--- config.mk ---
export PLATFORM = sky130hd
export DESIGN_NAME = bingo_card_ctrl
export DESIGN_NICKNAME = d
export VERILOG_FILES = /design/src/rtl/bingo_pkg.sv /design/src/rtl/lfsr7.sv /design/src/rtl/bingo_card_ctrl.sv
export SDC_FILE = /design/constraint.sdc
export NUM_CORES = 1
export LEC_CHECK = 0
export ABC_AREA = 1
export CORE_MARGIN = 5
export CORE_UTILIZATION = 45
export DETAILED_ROUTE_END_ITERATION = 8
export DONT_BUFFER_PORTS = 1
export SLEW_MARGIN = 20
export SYNTH_ARGS = -nofsm -noshare
export SYNTH_HDL_FRONTEND = slang
export SYNTH_SLANG_ARGS = --single-unit
--- constraint.sdc ---
create_clock -name clk -period 8.8 [get_ports clk]
set_input_delay 1.76 -clock clk [delete_from_list [all_inputs] [get_ports clk]]
set_output_delay 1.76 -clock clk [all_outputs]
set_load 0.02 [all_outputs]
--- src/rtl/bingo_pkg.sv ---
// Shared types and helpers for the bingo game engine.
package bingo_pkg;

  typedef enum logic [1:0] {
    StEntry = 2'd0,
    StReady = 2'd1,
    StPlay  = 2'd2,
    StWin   = 2'd3
  } state_e;

  localparam logic [6:0] LFSR_SEED = 7'h01;

  function automatic logic bcd_ok(input logic [7:0] bcd);
    return (bcd[7:4] <= 4'd9) && (bcd[3:0] <= 4'd9);
  endfunction

  // Only meaningful when bcd_ok() holds; out-of-range digits may wrap.
  function automatic logic [6:0] bcd2bin(input logic [7:0] bcd);
    return 7'(bcd[7:4]) * 7'd10 + 7'(bcd[3:0]);
  endfunction

  function automatic logic [7:0] bin2bcd(input logic [6:0] bin);
    return {4'(bin / 7'd10), 4'(bin % 7'd10)};
  endfunction

endpackage

--- src/rtl/lfsr7.sv ---
// Free-running 7-bit Fibonacci LFSR, x^7+x^6+1, never reaches zero.
module lfsr7
  import bingo_pkg::*;
(
  input  logic       clk_i,
  input  logic       rst_i,
  output logic [6:0] lfsr_o
);

  logic [6:0] lfsr_q;

  always_ff @(posedge clk_i) begin
    if (rst_i) begin
      lfsr_q <= LFSR_SEED;
    end else begin
      lfsr_q <= {lfsr_q[5:0], lfsr_q[6] ^ lfsr_q[5]};
    end
  end

  assign lfsr_o = lfsr_q;

endmodule

--- src/rtl/bingo_card_ctrl.sv ---
// Bingo engine: captures the card from keypad BCD entries, then draws unique
// pseudo-random numbers at a fixed cadence and flags bingo when the card is covered.
module bingo_card_ctrl
  import bingo_pkg::*;
#(
  parameter int unsigned CARD_SIZE   = 4,
  parameter int unsigned MAX_NUM     = 75,
  parameter int unsigned DRAW_CYCLES = 50_000_000
) (
  input  logic                 clk,
  input  logic                 rst,
  input  logic                 start_game,
  input  logic [1:0]           num_count,
  input  logic [7:0]           cascade_reg,
  output logic [1:0]           state_o,
  output logic                 entry_err,
  output logic [3:0]           card_cnt,
  output logic                 drawn_valid,
  output logic [7:0]           drawn_bcd,
  output logic [6:0]           draw_cnt,
  output logic [CARD_SIZE-1:0] hit_mask,
  output logic                 bingo
);

  localparam int unsigned       TimerW    = (DRAW_CYCLES > 1) ? $clog2(DRAW_CYCLES) : 1;
  localparam logic [TimerW-1:0] TimerLast = TimerW'(DRAW_CYCLES - 1);

  state_e               state_q;
  logic [6:0]           lfsr;
  logic                 nc2_q, commit_q, start_q, pending_q;
  logic [7:0]           entry_q;
  logic [6:0]           card_q [CARD_SIZE];
  logic [MAX_NUM-1:0]   drawn_q;
  logic [TimerW-1:0]    timer_q;
  logic [3:0]           card_cnt_q;
  logic [6:0]           draw_cnt_q;
  logic [7:0]           drawn_bcd_q;
  logic [CARD_SIZE-1:0] hit_q;
  logic                 err_q, valid_q, bingo_q;

  logic [6:0]           entry_val, lfsr_idx;
  logic [MAX_NUM-1:0]   drawn_sh;
  logic                 entry_dup, entry_bad, start_rise, draw_ok, timer_wrap;
  logic [CARD_SIZE-1:0] hit_now;

  lfsr7 u_lfsr (
    .clk_i  (clk),
    .rst_i  (rst),
    .lfsr_o (lfsr)
  );

  always_comb begin
    entry_val = bcd2bin(entry_q);
    entry_dup = 1'b0;
    hit_now   = '0;
    for (int i = 0; i < int'(CARD_SIZE); i++) begin
      if (i < int'(card_cnt_q) && card_q[i] == entry_val) entry_dup = 1'b1;
      if (card_q[i] == lfsr) hit_now[i] = 1'b1;
    end
    entry_bad  = !bcd_ok(entry_q) || (entry_val == 7'd0) ||
                 (int'(entry_val) > int'(MAX_NUM)) || entry_dup;
    lfsr_idx   = lfsr - 7'd1;
    drawn_sh   = drawn_q >> lfsr_idx;
    // Out-of-range samples are retried, as are numbers already drawn.
    draw_ok    = pending_q && (int'(lfsr) <= int'(MAX_NUM)) && !drawn_sh[0];
    start_rise = start_game && !start_q;
    timer_wrap = (timer_q == TimerLast);
  end

  always_ff @(posedge clk) begin
    if (rst) begin
      state_q     <= StEntry;
      nc2_q       <= 1'b0;
      commit_q    <= 1'b0;
      start_q     <= 1'b0;
      pending_q   <= 1'b0;
      entry_q     <= '0;
      drawn_q     <= '0;
      timer_q     <= '0;
      card_cnt_q  <= '0;
      draw_cnt_q  <= '0;
      drawn_bcd_q <= '0;
      hit_q       <= '0;
      err_q       <= 1'b0;
      valid_q     <= 1'b0;
      bingo_q     <= 1'b0;
      for (int i = 0; i < int'(CARD_SIZE); i++) card_q[i] <= '0;
    end else begin
      nc2_q    <= (num_count == 2'd2);
      commit_q <= (num_count == 2'd2) && !nc2_q;
      entry_q  <= cascade_reg;
      start_q  <= start_game;
      err_q    <= 1'b0;
      valid_q  <= 1'b0;
      unique case (state_q)
        StEntry: begin
          if (card_cnt_q == 4'(CARD_SIZE)) begin
            state_q <= StReady;
          end else if (commit_q) begin
            if (entry_bad) begin
              err_q <= 1'b1;
            end else begin
              for (int i = 0; i < int'(CARD_SIZE); i++) begin
                if (i == int'(card_cnt_q)) card_q[i] <= entry_val;
              end
              card_cnt_q <= card_cnt_q + 4'd1;
            end
          end
        end
        StReady: begin
          if (start_rise) begin
            state_q   <= StPlay;
            timer_q   <= '0;
            pending_q <= 1'b0;
          end
        end
        StPlay: begin
          if (&hit_q) begin
            state_q <= StWin;
            bingo_q <= 1'b1;
          end else begin
            timer_q <= timer_wrap ? '0 : timer_q + 1'b1;
            // An expiry while a draw is outstanding is absorbed.
            if (pending_q) begin
              if (draw_ok) begin
                drawn_q     <= drawn_q | (MAX_NUM'(1) << lfsr_idx);
                drawn_bcd_q <= bin2bcd(lfsr);
                draw_cnt_q  <= draw_cnt_q + 7'd1;
                valid_q     <= 1'b1;
                hit_q       <= hit_q | hit_now;
                pending_q   <= 1'b0;
              end
            end else if (timer_wrap) begin
              pending_q <= 1'b1;
            end
          end
        end
        StWin: begin
          if (start_rise) begin
            state_q     <= StEntry;
            bingo_q     <= 1'b0;
            drawn_q     <= '0;
            timer_q     <= '0;
            pending_q   <= 1'b0;
            card_cnt_q  <= '0;
            draw_cnt_q  <= '0;
            drawn_bcd_q <= '0;
            hit_q       <= '0;
            for (int i = 0; i < int'(CARD_SIZE); i++) card_q[i] <= '0;
          end
        end
      endcase
    end
  end

  assign state_o     = state_q;
  assign entry_err   = err_q;
  assign card_cnt    = card_cnt_q;
  assign drawn_valid = valid_q;
  assign drawn_bcd   = drawn_bcd_q;
  assign draw_cnt    = draw_cnt_q;
  assign hit_mask    = hit_q;
  assign bingo       = bingo_q;

endmodule
# Word-level counts from Yosys, hierarchy flattened
# Memory sizes are Yosys's and may differ from the RTL's.
# Index checks and enable logic that the tools add are counted.
# word_totals
reg_bits	148
ram_bits	28
memories	1
# op_classes
addsub	5
mul	1
div	2
magnitude_cmp	8
eq_ne	28
shift	2
mux	93
bitwise	15
reduce_logical	31
# memory_table
name	depth	word_bits	rd	rd_ports_with_merged_regs	write_ports	line	rtl
card_q	4	7	4	0	4	bingo_card_ctrl.sv:32	logic [6:0] card_q [CARD_SIZE];
# op_table
operator	n
$mux W75	4
$pmux W75 S2	1
$mux W7	12
$mux W26	3
$or A75 B75 Y75	1
$shl A1 B7 Y75 const A	1
$shr A75 B7 Y1	1
$eq A7 B7 Y1	8
$pmux W26 S2	1
$mux W1	50
$mux W8	4
$mux W4	7
$add A26 B1 Y26 const B	1
$eq A26 B26 Y1 const B	1
$ne A2 B2 Y1 const B	10
$pmux W4 S2	2
$pmux W8 S2	1
$pmux W7 S2	1
$reduce_and A5 Y1	2
$logic_and A1 B1 Y1	9
$eq A3 B4 Y1 const A	2
$le A4 B4 Y1 const B	2
$lt A1 B4 Y1 const A	2
$lt A2 B4 Y1 const A	2
31 further kinds	57

# Longest topological paths before layout
# Gate-level depths: netlist (run 1).
# depth
word_depth	17
ltp_mapped	22

# Hierarchy
# Synthesis (run 1) repeated with hierarchy kept, for this count alone.
# hier_totals
hier_cells	1379
area_unflattened_um2	9584.2
# modules_own_cells
module	n_inst	cells_each	area_per_inst_um2	seq_area_each_um2
bingo_card_ctrl	1	1355	9374.0	3523.4
lfsr7	1	24	210.2	140.1

# Worst setup path after synthesis (run 1)
# No wires, ideal clock.
# synth_path
path_type	flip-flop to flip-flop
start	register entry_q[5]
end	memory card_q[2][0], enable pin
arrival_ns	3.006
required_ns	8.469
path_slack_ns	5.463
path_stages_with_launch	18
n_path_buf	1
cell_sequence	dfxtp_1 -> ha_1 -> ha_1 -> inv_1 -> fa_1 -> nor2_1 -> nand4_1 -> nand3b_1 -> nand2_1 -> inv_1 -> a21oi_1 -> nand2_1 -> nand2_1 -> nor2_1 -> and2_1 -> buf_2 -> nand4_1 -> nand3_1
# synth_rtl
item	line	rtl
start: declaration	bingo_card_ctrl.sv:31	logic [7:0] entry_q;
start signal: assignment	bingo_card_ctrl.sv:91	entry_q <= cascade_reg;
end: declaration	bingo_card_ctrl.sv:32	

# Worst setup path after layout (run 1)
# layout_path
start	register u_lfsr.lfsr_q[0] (netlist: u_lfsr.lfsr_o[0])
end	register drawn_q[67]
# layout_via
elab_chain_len	7
elab_cells_between_ends	14
cone_classes	1 x add/sub; 1 x order compare; 1 x eq/ne; 2 x shift; 4 x mux; 1 x bitwise; 4 x reduce/logical
# layout_lines
item	line	rtl
start: declaration	lfsr7.sv:10	logic [6:0] lfsr_q;
start signal: assignment	lfsr7.sv:16	lfsr_q <= {lfsr_q[5:0], lfsr_q[6] ^ lfsr_q[5]};
parallel branches: the longest is 7 deep, another holds $sub A7 B1 Y7	--	
end signal: assignment	bingo_card_ctrl.sv:126	drawn_q <= drawn_q | (MAX_NUM'(1) << lfsr_idx);
end: declaration	bingo_card_ctrl.sv:33	logic [MAX_NUM-1:0] drawn_q;
# Parallel ways; which one is timed is not known. The select of a mux whose other input is x is not followed.
# A chain may end at the register's enable or synchronous reset.

==> results.txt, run 1 <==
The number of fillers in the final layout came out at 2,122. The largest net degree at the start of global routing is 63. The part of the total power dissipated in combinational logic came out at 0.201. The first global-routing pass estimated 40,300 um of wire. The cell-internal power came out at 1.36 mW. In this run the number of H-tree levels came out at 4. Traced cell by cell, the critical path runs through inv_2 -> ha_1 -> clkinv_1 -> nand3_1 -> nand3_1 -> nand3_1 -> nand2_1 -> nand2_1 -> nand2_1 -> inv_1 -> nand2_1 -> nand2_1 -> nand2_2 -> nand2_2 -> nand2_4 -> o21ai_4 -> buf_4 -> a21oi_1. The area growth from synthesis to layout came out at 6.84%. The die is 157 um tall.

The count of distinct cell types in the synthesized netlist came out at 47. The routed length on met2 came out at 11,500 um. The first routing iteration left 687 violations. In this run the critical register-to-register path is captured at drawn_q[67]$_SDFFE_PP0P_. The quantity of gates resized following cts is 0. The register share of total power is 0.429. The number of enable flip-flop cells after synthesis is 14. The tool flagged a number of max-cap violations equal to 0. Before antenna repair, the detailed router went through 8 iterations.

The post-route core utilization is 0.492. The data required time at the worst endpoint is 9.07 ns. After global routing the overflow that remains totals 0.

The placement-stage worst setup slack came out at 3.00 ns. The detailed placer's ending HPWL is 17,200 um. The run finished with clean final reports. The post-synth net total is 1,417.

The worst register-to-register path begins at u_lfsr.lfsr_o[0]$_SDFF_PP1_. For the final database, setup skew stands at 0.0133 ns. For this run, the leading register cell type out of synthesis is sky130_fd_sc_hd__dfxtp_1. The number of placed I/O pins came out at 41. The area occupied by multi-input gates is 5060 sq um. After synthesis the netlist holds a flip-flop and latch count of 176.

The sequential element share of the synthesized area came out at 0.376. The routed length per instance is 15.0 um. Once detail routing completed, the nets flagged for antenna violations numbered 0.

The number of clock sinks seen by CTS is 176. In this run, CTS created clock tree buffers numbering 17. The core region is 21,200 sq um. Derived from the worst setup path, the maximum achievable clock frequency is 170 MHz. Routed signal wires occupy layers up through met4.

The sort of element at the start of the critical path is a flip-flop. The count of port buffers added during placement is 0. The max-slew violation total from the final report was 0.

In this run the tightest slew margin relative to its limit is 0.341. The detailed router put a total of 11,300 um of wire on met1. The share of synthesized registers carrying an async set or reset came out at 0.

The via count of the first global-routing pass is 7,975. By instance count, the cell type seen most on the critical path is sky130_fd_sc_hd__nand2_1. The most critical setup path has its startpoint at u_lfsr.lfsr_o[0]$_SDFF_PP1_.

Setup repair after global routing left no endpoint under its margin. Yosys attributes the largest share of cell area to sky130_fd_sc_hd__dfxtp_1, sky130_fd_sc_hd__nand2_1, sky130_fd_sc_hd__nand3_1. The class of the worst hold path is flip-flop to flip-flop. The slowest stage of the critical path belongs to the cell sky130_fd_sc_hd__dfxtp_2. TritonCTS built the clock tree. The largest fanout on the critical path came out at 62. The worst hold-check slack is 0.395 ns. The worst path setup slack after routing came out at 2.93 ns.

Summed over all failing endpoints, the final setup total negative slack is 0 ns. The overall via count from detail_route is 8,459. The clock power share is 0.370. The area of the mapped netlist is 9740 sq um. The final critical delay including setup and external delays came out at 5.87 ns. The share of the clock period used by the worst path is 0.667. The kind of capture point of the worst setup path is a flip-flop.

Setup violations remaining at the end of the flow were counted as 0. The floorplan step defined a die boundary enclosing 24,700 sq um. The largest total area in the synthesized netlist belongs to sky130_fd_sc_hd__dfxtp_1. Of the total power, the share spent switching nets is 0.333. The total power density per cell area came out at 196 nW/um^2. After routing the design area is 10,400 sq um. The top-area cell type share of the netlist area is 0.333. Across the VDD grid, the largest voltage drop is 0.152 mV. Each instance of the synthesized netlist takes up on average 7.07 sq um. The worst stage delay on the critical path is 0.98 ns. At the end of routability-driven placement, the weighted congestion stood at 0.853. The clock latency at the later pin of the worst-skew pair came out at 0.43 ns. The worst setup path endpoint is drawn_q[67]$_SDFFE_PP0P_.

The global-route usage over all layers is 0.201. The reg2reg setup slack is 2.93 ns. The routed design uses 1080 um of met3 wire.

The number of antenna cells inserted came out at 0. The starting utilization of the core area came out at 0.460. The static leakage power is 4.13 nW. Counting along the longest clock path gives a buffer depth of 2. The sequential cell area is 3660 sq um. The wire length after detailed routing came out at 24,400 um. The CTS clock-pin slew for the worst setup and hold paths is 0.07 ns.

The hold violation total from the final report came out at 0. The placed standard-cell area is 9820 sq um. The proportion of layout cells with a drive suffix above 1 came out at 0.0827. The die is 157 um wide. The count of buffers added by post-CTS timing repair for setup came out at 0.

The category of the critical setup timing path is flip-flop to flip-flop. The Yosys warning count came out at 0. The count of hold buffers inserted by post-cts repair is 0.

For the pin with the worst max-slew slack, the measured transition is 0.989 ns. The worst endpoint data arrival time is 6.14 ns. For the worst flop-to-flop path, the logic depth is 18. The initial antenna violation count came to 0.

In the routed design, unresolved DRC markers number 0. The net switching power came out at 679 uW. The via density per instance came out at 5.19. The final net count came out at 1,382. The cell count after synthesis came out at 1,377.

In this run the clock root is driven by a sky130_fd_sc_hd__clkbuf_16. Row generation in the floorplan step produced 53 rows. The library cell used most frequently in the layout, excluding fill and tap cells, is sky130_fd_sc_hd__nand2_1. The top cell types in the final layout, fill and taps aside, are sky130_fd_sc_hd__nand2_1, sky130_fd_sc_hd__inv_1, sky130_fd_sc_hd__dfxtp_1.
[metal layers]
metal  vias to the layer above  track usage
li1                       4366            -
met1                      3856        0.260
met2                       195        0.339
met3                        42       0.0418
met4                         0       0.0590
met5                         -            0
[cell usage after synthesis, types with 10 or more instances]
master	count
sky130_fd_sc_hd__nand2_1	302
sky130_fd_sc_hd__inv_1	180
sky130_fd_sc_hd__dfxtp_1	162
sky130_fd_sc_hd__nand3_1	145
sky130_fd_sc_hd__nor2_1	133
sky130_fd_sc_hd__a21oi_1	93
sky130_fd_sc_hd__a21oi_2	50
sky130_fd_sc_hd__xor2_1	35
sky130_fd_sc_hd__o21ai_0	32
sky130_fd_sc_hd__clkbuf_1	31
sky130_fd_sc_hd__nand4_1	29
sky130_fd_sc_hd__nor3_1	27
sky130_fd_sc_hd__ha_1	25
sky130_fd_sc_hd__xnor2_1	19
sky130_fd_sc_hd__buf_2	18
sky130_fd_sc_hd__edfxtp_1	14
sky130_fd_sc_hd__nor4_1	10
[critical path, delay by kind of cell (launching register included)]
kind            cells  cell delay, ns
buf+inv             4            2.00
simple gates       11            1.16
flops               1            0.98
fa+ha+maj           1            0.90
compound gates      2            0.56
[sequential cells by signal, indices dropped and copies added, names as in the netlist]
| signal | count |
|---|---|
| bingo | 1 |
| state_o | 2 |
| card_q | 28 |
| entry_err | 1 |
| card_cnt | 4 |
| drawn_valid | 1 |
| entry_q | 8 |
| drawn_bcd | 8 |
| start_q | 1 |
| drawn_q | 75 |
| pending_q | 1 |
| commit_q | 1 |
| draw_cnt | 7 |
| nc2_q | 1 |
| hit_mask | 4 |
| u_lfsr.lfsr_o | 7 |
| timer_q | 26 |
[power by group through the flow]
stage                     Clock (mW)  Combinational (mW)  Sequential (mW)
final                          0.754               0.409            0.876
after global routing           0.800               0.462            0.879
after CTS                      0.767               0.410            0.876
after detailed placement           0               0.408            0.894
after global placement             0               0.407            0.894
after floorplan                    0               0.331            0.878
[layout make-up]
type,instances,area share
Timing Repair Buffer,5,0.00361
Inverter,190,0.0688
Tap cell,275,0.0331
Sequential cell,176,0.352
Clock buffer,21,0.0462
Clock inverter,10,0.00986
Multi-Input combinational cell,952,0.486
[worst min path at each step]
stage | start | end | cells past startpoint
after global placement | nc2_q$_SDFF_PP0_ | commit_q$_SDFF_PP0_ | 1
after global routing | nc2_q$_SDFF_PP0_ | commit_q$_SDFF_PP0_ | 1
after CTS | nc2_q$_SDFF_PP0_ | commit_q$_SDFF_PP0_ | 1
after detailed placement | nc2_q$_SDFF_PP0_ | commit_q$_SDFF_PP0_ | 1
after floorplan | nc2_q$_SDFF_PP0_ | commit_q$_SDFF_PP0_ | 1
final | nc2_q$_SDFF_PP0_ | commit_q$_SDFF_PP0_ | 1
[stage by stage]
step	total power, mW	instances
CTS	2.05	1629
finish	2.04	1629
floorplan	1.21	1377
global route	2.14	1629
detailed placement	1.30	1598
global placement	1.30	1598
[logic make-up (layout without fill, tap and decap cells)]
| family | after synthesis | after routing | synth area share |
|---|---|---|---|
| simple gates | 668 | 668 | 0.298 |
| buf+inv | 249 | 226 | 0.105 |
| compound gates | 199 | 199 | 0.127 |
| flops | 176 | 176 | 0.376 |
| xor+xnor | 58 | 58 | 0.0576 |
| fa+ha+maj | 27 | 27 | 0.0362 |
Power figures use the tool's default switching activity.
==> inputs of run 2 (changes only) <==
clock period = 5.11 ns   (was 8.8 ns; I/O delays follow)
==> run 2 against run 1 <==
  * Count of clock-buffer cells in the layout is 3 lower
  * Clock skew is 0.0024 ns lower
  * Total power is 77% higher
  * Largest power group unchanged
  * Largest cell class unchanged
  * Non-clock buffer count is 5 higher
  * Fmax is 43% higher
  * Combinational power is 75% higher
  * Flip-flop and latch count stayed put
  * Critical path type unchanged
  * Wire length is 0.53% higher
  * Cell count is 0.37% higher
  * Highest routed layer unchanged
  * Via count is 0.12% lower
  * Critical path depth is 2 lower
  * Worst setup slack worse by 1.9 ns
==> results.txt, run 2 (synthesis results as in run 1) <==
The detailed-router iteration count before antenna repair came to 6 (-2). The total power of the final layout came to 3.61 mW (+77%). The share of the clock period used by the worst path is 0.801 (+0.134).

STA classifies the critical path endpoint as a flip-flop. The area occupied by multi-input gates is 5060 sq um (unchanged). The part of the total power dissipated in combinational logic came out at 0.198 (-0.003). The path with the worst hold slack has its endpoint at commit_q$_SDFF_PP0_. The max-slew headroom at the worst pin is 0.501 (+0.160). The CTS tree is yes. The total clock buffers created by CTS was 17 (unchanged).

The overall die area is 24,700 sq um (unchanged). The cell-internal power came out at 2.44 mW (+79%). The worst stage delay on the critical path came to 0.46 ns (-0.52 ns). The wire length after detailed routing was 24,500 um (+0.53%).

The logic depth of the worst register-to-register path came out at 16 (-2). The root cell of the clock tree is sky130_fd_sc_hd__clkbuf_16. The number of levels the H-tree was split into came to 4 (unchanged). The hold path startpoint is nc2_q$_SDFF_PP0_. The standard cell core area came out at 21,200 sq um (unchanged). The count of final setup violators came out at 0 (unchanged). In this run the critical register-to-register path is captured at card_q[2][0]$_SDFFCE_PN0P_.

The floorplan die height is 157 um (unchanged). The most frequent standard cell in the layout excluding fill and tap cells is sky130_fd_sc_hd__nand2_1. The deepest clock path buffer count is 2 (unchanged).

The overall via count from detail_route is 8,449 (-0.12%). The largest fanout on the critical path was 10 (-84%). The reg2reg setup slack was 1.01 ns (-1.92 ns). The placement-stage worst setup slack is 1.02 ns (-1.98 ns).

The final critical delay including setup and external delays came out at 4.10 ns (-1.77 ns). The DRC violation total after the first TritonRoute iteration came to 743 (+8.2%). More flip-flops sit in one register than any other, and that register is drawn_q. The detailed placer's ending HPWL is 17,200 um (+0.12%). Setup repair after global routing left no endpoint under its margin. The maximum VDD drop is 0.187 mV (+23%). The max-slew violation total from the final report is 0 (unchanged). The number of antenna-violating nets in the routed design was 0 (unchanged).

The worst path setup slack after routing was 1.01 ns (-1.92 ns). In the final layout, the registers with the most flip-flops are drawn_q x75, card_q x28, timer_q x26. The final routed DRC violation total came out at 0 (unchanged). The pin slew with the least headroom to its limit is 0.748 ns (-0.240 ns). The number of flip-flops in the largest register is 75 (unchanged). The cell at the slowest stage of the critical path is sky130_fd_sc_hd__fa_1. The number of rows created at floorplan came out at 53 (unchanged). The area growth from synthesis to layout came out at 7.69%. The routability congestion estimate from global placement is 0.866 (+1.5%).

The count of buffers added by post-CTS timing repair for setup is 0 (unchanged). The quantity of gates resized following cts was 0 (unchanged). The number of clock sinks seen by CTS was 176 (unchanged).

In the layout the commonest cells are sky130_fd_sc_hd__nand2_1, sky130_fd_sc_hd__inv_1, sky130_fd_sc_hd__dfxtp_1. The count of hold buffers inserted by post-cts repair was 0 (unchanged). The net switching power was 1.17 mW (+72%). The total power density per cell area came out at 344 nW/um^2 (+76%).

The number of placed I/O pins is 41 (unchanged). The horizontal die dimension is 157 um (unchanged). The via density per instance came out at 5.17 (-0.48%). The number of antenna cells inserted is 0 (unchanged). The final net count is 1,387 (+0.36%).

The largest net degree at the start of global routing came out at 76 (+21%). The upper clock frequency limit is 244 MHz (+43%). The global-route usage over all layers is 0.202 (+0.00142). The signal on the critical path passes through ha_1 -> ha_1 -> inv_1 -> fa_1 -> nor2_1 -> nand4_1 -> nand3b_1 -> nand2_1 -> inv_1 -> a21oi_1 -> nand2_1 -> nand2_1 -> nor2_1 -> and2_1 -> nand4_1 -> nand3_1. The worst endpoint data arrival time is 4.20 ns (-1.94 ns). The sequential cell area came to 3660 sq um (unchanged). The clock latency at the later pin of the worst-skew pair came to 0.44 ns (about the same). The global-route congestion overflow total was 0 (unchanged).

The worst hold path belongs to the class flip-flop to flip-flop. The data required time at the worst endpoint is 5.21 ns (-3.86 ns). The wire length of the first global-routing pass is 40,500 um (+0.39%). The proportion of layout cells with a drive suffix above 1 is 0.0860 (+0.00331).

The sort of element at the start of the critical path is a flip-flop. The post-route core utilization came out at 0.496 (+0.00390). The max-cap violation count was 0 (unchanged). The count of port buffers added during placement is 0 (unchanged). The register share of total power is 0.416 (-0.013). The number of fillers in the final layout came out at 2,113 (-0.42%). The cell that appears most often on the critical path is sky130_fd_sc_hd__nand2_1. The hold violation total from the final report was 0 (unchanged). The count of cells along the worst hold path came out at 1 (unchanged).

The static leakage power is 4.19 nW (+1.3%). The starting utilization of the core area is 0.460 (unchanged). The aggregate negative setup slack is 0 ns (unchanged).

The via count of the first global-routing pass is 7,907 (-0.85%). The post-route clock skew was 0.0109 ns (-0.00237 ns). The flow ran to the end, and the final reports show no timing, DRC or antenna violations. The critical path in this run is classified as flip-flop to flip-flop. The routed length per instance came out at 15.0 um (+0.16%).

The CTS clock-pin slew for the worst setup and hold paths is 0.07 ns (about the same). The worst hold-check slack came out at 0.389 ns (-0.00625 ns). The initial antenna violation count came to 0 (unchanged).

The net switching share of the total power came out at 0.324 (-0.00928). The launch point of the worst reg-to-reg path is entry_q[5]$_SDFF_PP0_. The clock power share came to 0.386 (+0.016).
## run 2: worst max path at each step
stage | endpoint | depth (start not counted) | start
2_1_floorplan | card_q[2][0]$_SDFFCE_PN0P_ | 17 | entry_q[5]$_SDFF_PP0_
3_3_place_gp | card_q[2][1]$_SDFFCE_PN0P_ | 16 | entry_q[5]$_SDFF_PP0_
3_5_place_dp | card_q[2][1]$_SDFFCE_PN0P_ | 16 | entry_q[5]$_SDFF_PP0_
4_1_cts | card_q[2][2]$_SDFFCE_PN0P_ | 16 | entry_q[5]$_SDFF_PP0_
5_1_grt | card_q[2][0]$_SDFFCE_PN0P_ | 16 | entry_q[5]$_SDFF_PP0_
6_report | card_q[2][0]$_SDFFCE_PN0P_ | 16 | entry_q[5]$_SDFF_PP0_
## run 2: layer usage
metal	part of all wire	wire, um	track usage	vias up
li1	-	-	-	4373
met1	0.47	11500	0.270	3876
met2	0.48	11700	0.339	172
met3	0.043	1040	0.0412	28
met4	0.013	319	0.0475	0
met5	0	0	0	-
## run 2: layout make-up
class | instances | share of cell area
repair buffers | 10 | 0.00835
flip-flops and latches | 176 | 0.350
clock inverters | 14 | 0.0178
inverters | 190 | 0.0683
multi-input cells | 952 | 0.482
well taps | 275 | 0.0328
clock buffers | 18 | 0.0409
## run 2: power by group through the flow
| stage | clock [mW] | sequential (mW) | combinational [mW] |
|---|---|---|---|
| final | 1.39 | 1.50 | 0.715 |
| after global routing | 1.47 | 1.50 | 0.803 |
| after global placement | 0 | 1.53 | 0.712 |
| after CTS | 1.42 | 1.50 | 0.720 |
| after detailed placement | 0 | 1.53 | 0.716 |
| after floorplan | 0 | 1.51 | 0.570 |
## run 2: critical path, delay by kind of cell, from the launching register on
| kind | cells | cell delay, ns |
|---|---|---|
| AND/OR/NAND/NOR | 10 | 2.09 |
| adder cells (fa/ha/maj) | 3 | 0.95 |
| buffers and inverters | 2 | 0.27 |
| AO/OA/AOI/OAI | 1 | 0.09 |
| flip-flops | 1 | 0.35 |
## run 2: per-stage QoR
step	area [sq um]	std cells
after floorplan	9740	1377
after global placement	9870	1603
after detailed placement	9870	1603
after CTS	10500	1635
after global routing	10500	1635
final	10500	1635
==> inputs of run 3 (changes only) <==
clock period = 3.5 ns   (was 5.11 ns; I/O delays follow)
==> run 3 against run 2 <==
  * Non-clock buffer count up 23
  * Global-route usage increased by 0.20 points
  * Worst setup slack got worse by 0.71 ns
  * Combinational power rose by 55%
  * Total power increased by 45%
  * Cell area up 1.9%
  * Sequential power increased by 46%
  * Hold slack lost 0.057 ns
  * Flip-flop and latch count unchanged
  * Clock skew is 0.0018 ns lower
  * Critical path type unchanged
==> results.txt, run 3 (synthesis results as in run 1) <==
The flow ran to the end, and the final reports show no timing, DRC or antenna violations. The overall via count from detail_route came out at 8,610 (+1.9%). The post-route clock skew is 0.00912 ns (-0.00177 ns). The hold path startpoint is rst. The upper clock frequency limit is 313 MHz (+28%). The max-slew headroom at the worst pin is 0.597 (+0.0962). The clock power share came out at 0.371 (-0.015). STA classifies the critical path startpoint as a flip-flop. In this run the worst hold path is classified as primary input to flip-flop. The cell count after placement is 1,626 (+1.4%). The largest net degree at the start of global routing was 53 (-30%).

The part of the total power dissipated in combinational logic was 0.212 (+0.014). More flip-flops sit in one register than any other, and that register is drawn_q. The count of final setup violators came to 0 (unchanged).

The initial antenna violation count is 0 (unchanged). The number of placed I/O pins came out at 41 (unchanged). The total power of the final layout came out at 5.25 mW (+45%).

The placed standard-cell area came out at 10,100 sq um (+1.9%). The count of hold buffers inserted by post-cts repair is 0 (unchanged). The final routed DRC violation total came out at 0 (unchanged). The clock latency at the later pin of the worst-skew pair is 0.43 ns (about the same). The net switching power is 1.71 mW (+47%). The data required time at the worst endpoint was 3.62 ns (-1.59 ns). The maximum VDD drop came out at 0.316 mV (+69%).

The root cell of the clock tree is sky130_fd_sc_hd__clkbuf_16. The quantity of gates resized following cts is 0 (unchanged). The share of the clock period used by the worst path came out at 0.913 (+0.112). The number of flip-flops in the largest register came out at 75 (unchanged). The horizontal die dimension is 157 um (unchanged).

The area occupied by multi-input gates came out at 5090 sq um (+0.62%). The largest fanout on the critical path came out at 8 (-2). The CTS clock-pin slew for the worst setup and hold paths came out at 0.07 ns (about the same).

The via density per instance is 5.19 (+0.49%). The max-cap violation count is 0 (unchanged). The cell-internal power came to 3.53 mW (+45%). The count of cells along the worst hold path came out at 1 (unchanged). The DRC violation total after the first TritonRoute iteration came out at 624 (-16%). The kind of capture point of the worst setup path is a flip-flop.

In this run the critical register-to-register path is captured at card_q[2][3]$_SDFFCE_PN0P_. The routed length per instance is 14.8 um (-1.1%). The hold violation total from the final report is 0 (unchanged). The number of antenna-violating nets in the routed design is 0 (unchanged). The deepest clock path buffer count was 2 (unchanged).

The sequential cell area is 3670 sq um (about the same). The max-slew violation total from the final report came out at 0 (unchanged). The largest registers in the layout are drawn_q x75, card_q x28, timer_q x26.

The launch point of the worst reg-to-reg path is entry_q[5]$_SDFF_PP0_. The logic depth of the worst register-to-register path was 14 (-2). The detailed placer's ending HPWL came out at 17,200 um (-0.10%). The worst hold-check slack came to 0.333 ns (-0.0566 ns). The worst endpoint data arrival time came to 3.32 ns (-0.88 ns). The final instance count without filler cells came to 1,658 (+1.4%). The overall die area came out at 24,700 sq um (unchanged). The proportion of layout cells with a drive suffix above 1 came out at 0.106 (+0.0203).

The floorplan die height came out at 157 um (unchanged). The routability congestion estimate from global placement came out at 0.839 (-3.2%). TritonCTS built the clock tree. The number of clock sinks seen by CTS was 176 (unchanged). The starting utilization of the core area was 0.460 (unchanged).

The total clock buffers created by CTS came to 17 (unchanged). The number of rows created at floorplan is 53 (unchanged). In the layout the commonest cells are sky130_fd_sc_hd__nand2_1, sky130_fd_sc_hd__inv_1, sky130_fd_sc_hd__dfxtp_1. The global-route usage over all layers came to 0.204 (+0.00196).

The standard cell core area is 21,200 sq um (unchanged). The global-route congestion overflow total is 0 (unchanged). The net switching share of the total power is 0.326 (+0.00261). The reg2reg setup slack is 0.30 ns (-0.71 ns). The wire length after detailed routing came to 24,600 um (+0.31%). The most frequent standard cell in the layout excluding fill and tap cells is sky130_fd_sc_hd__nand2_1. The final critical delay including setup and external delays is 3.20 ns (-0.899 ns).

The worst hold path terminates at card_cnt[2]$_SDFFE_PP0P_. The register share of total power came out at 0.417 (about the same). The wire length of the first global-routing pass is 41,100 um (+1.6%).

The final net count came to 1,410 (+1.7%). The worst setup path is of the flip-flop to flip-flop kind. The count of port buffers added during placement is 0 (unchanged). The aggregate negative setup slack is 0 ns (unchanged). The count of buffers added by post-CTS timing repair for setup came out at 0 (unchanged). The detailed-router iteration count before antenna repair is 6 (unchanged).

The static leakage power came out at 4.30 nW (+2.6%). The area growth from synthesis to layout is 9.70%. The total power density per cell area came out at 491 nW/um^2 (+43%). The number of fillers in the final layout is 2,109 (-0.19%). The via count of the first global-routing pass is 8,155 (+3.1%). The pin slew with the least headroom to its limit came to 0.604 ns (-0.144 ns). The number of levels the H-tree was split into is 4 (unchanged).

The number of antenna cells inserted is 0 (unchanged). The post-route standard cell area excluding fillers came out at 10,700 sq um (+1.9%).
[run 3: how the worst max path moves through the flow]
| stage | start | endpoint | slack [ns] | cells after the start |
|---|---|---|---|---|
| floorplan | entry_q[5]$_SDFF_PP0_ | card_q[2][0]$_SDFFCE_PN0P_ | 0.16 | 17 |
| global placement | entry_q[5]$_SDFF_PP0_ | card_q[2][2]$_SDFFCE_PN0P_ | 0.20 | 14 |
| detailed placement | entry_q[5]$_SDFF_PP0_ | card_q[2][3]$_SDFFCE_PN0P_ | 0.09 | 14 |
| CTS | entry_q[5]$_SDFF_PP0_ | card_q[2][0]$_SDFFCE_PN0P_ | 0.07 | 14 |
| global route | entry_q[5]$_SDFF_PP0_ | card_q[1][6]$_SDFFCE_PP0P_ | -0.006 | 16 |
| finish | entry_q[5]$_SDFF_PP0_ | card_q[2][3]$_SDFFCE_PN0P_ | 0.30 | 14 |
[run 3: layout make-up]
cell class | instances | area share
clock buffer | 17 | 0.0398
sequential | 176 | 0.343
timing repair buffer | 33 | 0.0255
inverter | 190 | 0.0670
clock inverter | 15 | 0.0158
multi-input combinational | 952 | 0.476
tap | 275 | 0.0322
[run 3: critical path, cell delays in order, from the launching register on]
cell                       delay [ns]
sky130_fd_sc_hd__dfxtp_1         0.34
sky130_fd_sc_hd__ha_1            0.30
sky130_fd_sc_hd__ha_1            0.19
sky130_fd_sc_hd__inv_1           0.06
sky130_fd_sc_hd__fa_1            0.45
sky130_fd_sc_hd__nor2_1          0.18
sky130_fd_sc_hd__nand4_1         0.10
sky130_fd_sc_hd__nand3b_1        0.13
sky130_fd_sc_hd__nand2_2         0.14
sky130_fd_sc_hd__xnor2_1         0.20
sky130_fd_sc_hd__nor2_1          0.09
sky130_fd_sc_hd__nor2_2          0.19
sky130_fd_sc_hd__and2_4          0.19
sky130_fd_sc_hd__nand4_1         0.13
sky130_fd_sc_hd__nand3_2         0.20
[run 3: stage by stage]
step	worst slack [ns]	utilization
after floorplan	0.163	-
after global placement	0.199	0.475
after detailed placement	0.0917	0.475
after CTS	0.0684	0.503
after global routing	-0.00622	0.505
final	0.303	0.505
[run 3: per-layer routing]
layer	global-route usage	wire, um	up-vias
li1	-	-	4422
met1	0.269	11400	3946
met2	0.339	11500	213
met3	0.0454	1280	29
met4	0.0549	386	0
met5	0	0	-
[run 3: power by group through the flow]
stage	clock network, mW	registers [mW]	logic, mW
2_1_floorplan	0	2.21	0.832
3_3_place_gp	0	2.24	1.10
3_5_place_dp	0	2.24	1.10
4_1_cts	1.98	2.19	1.11
5_1_grt	2.08	2.20	1.24
6_report	1.95	2.19	1.11
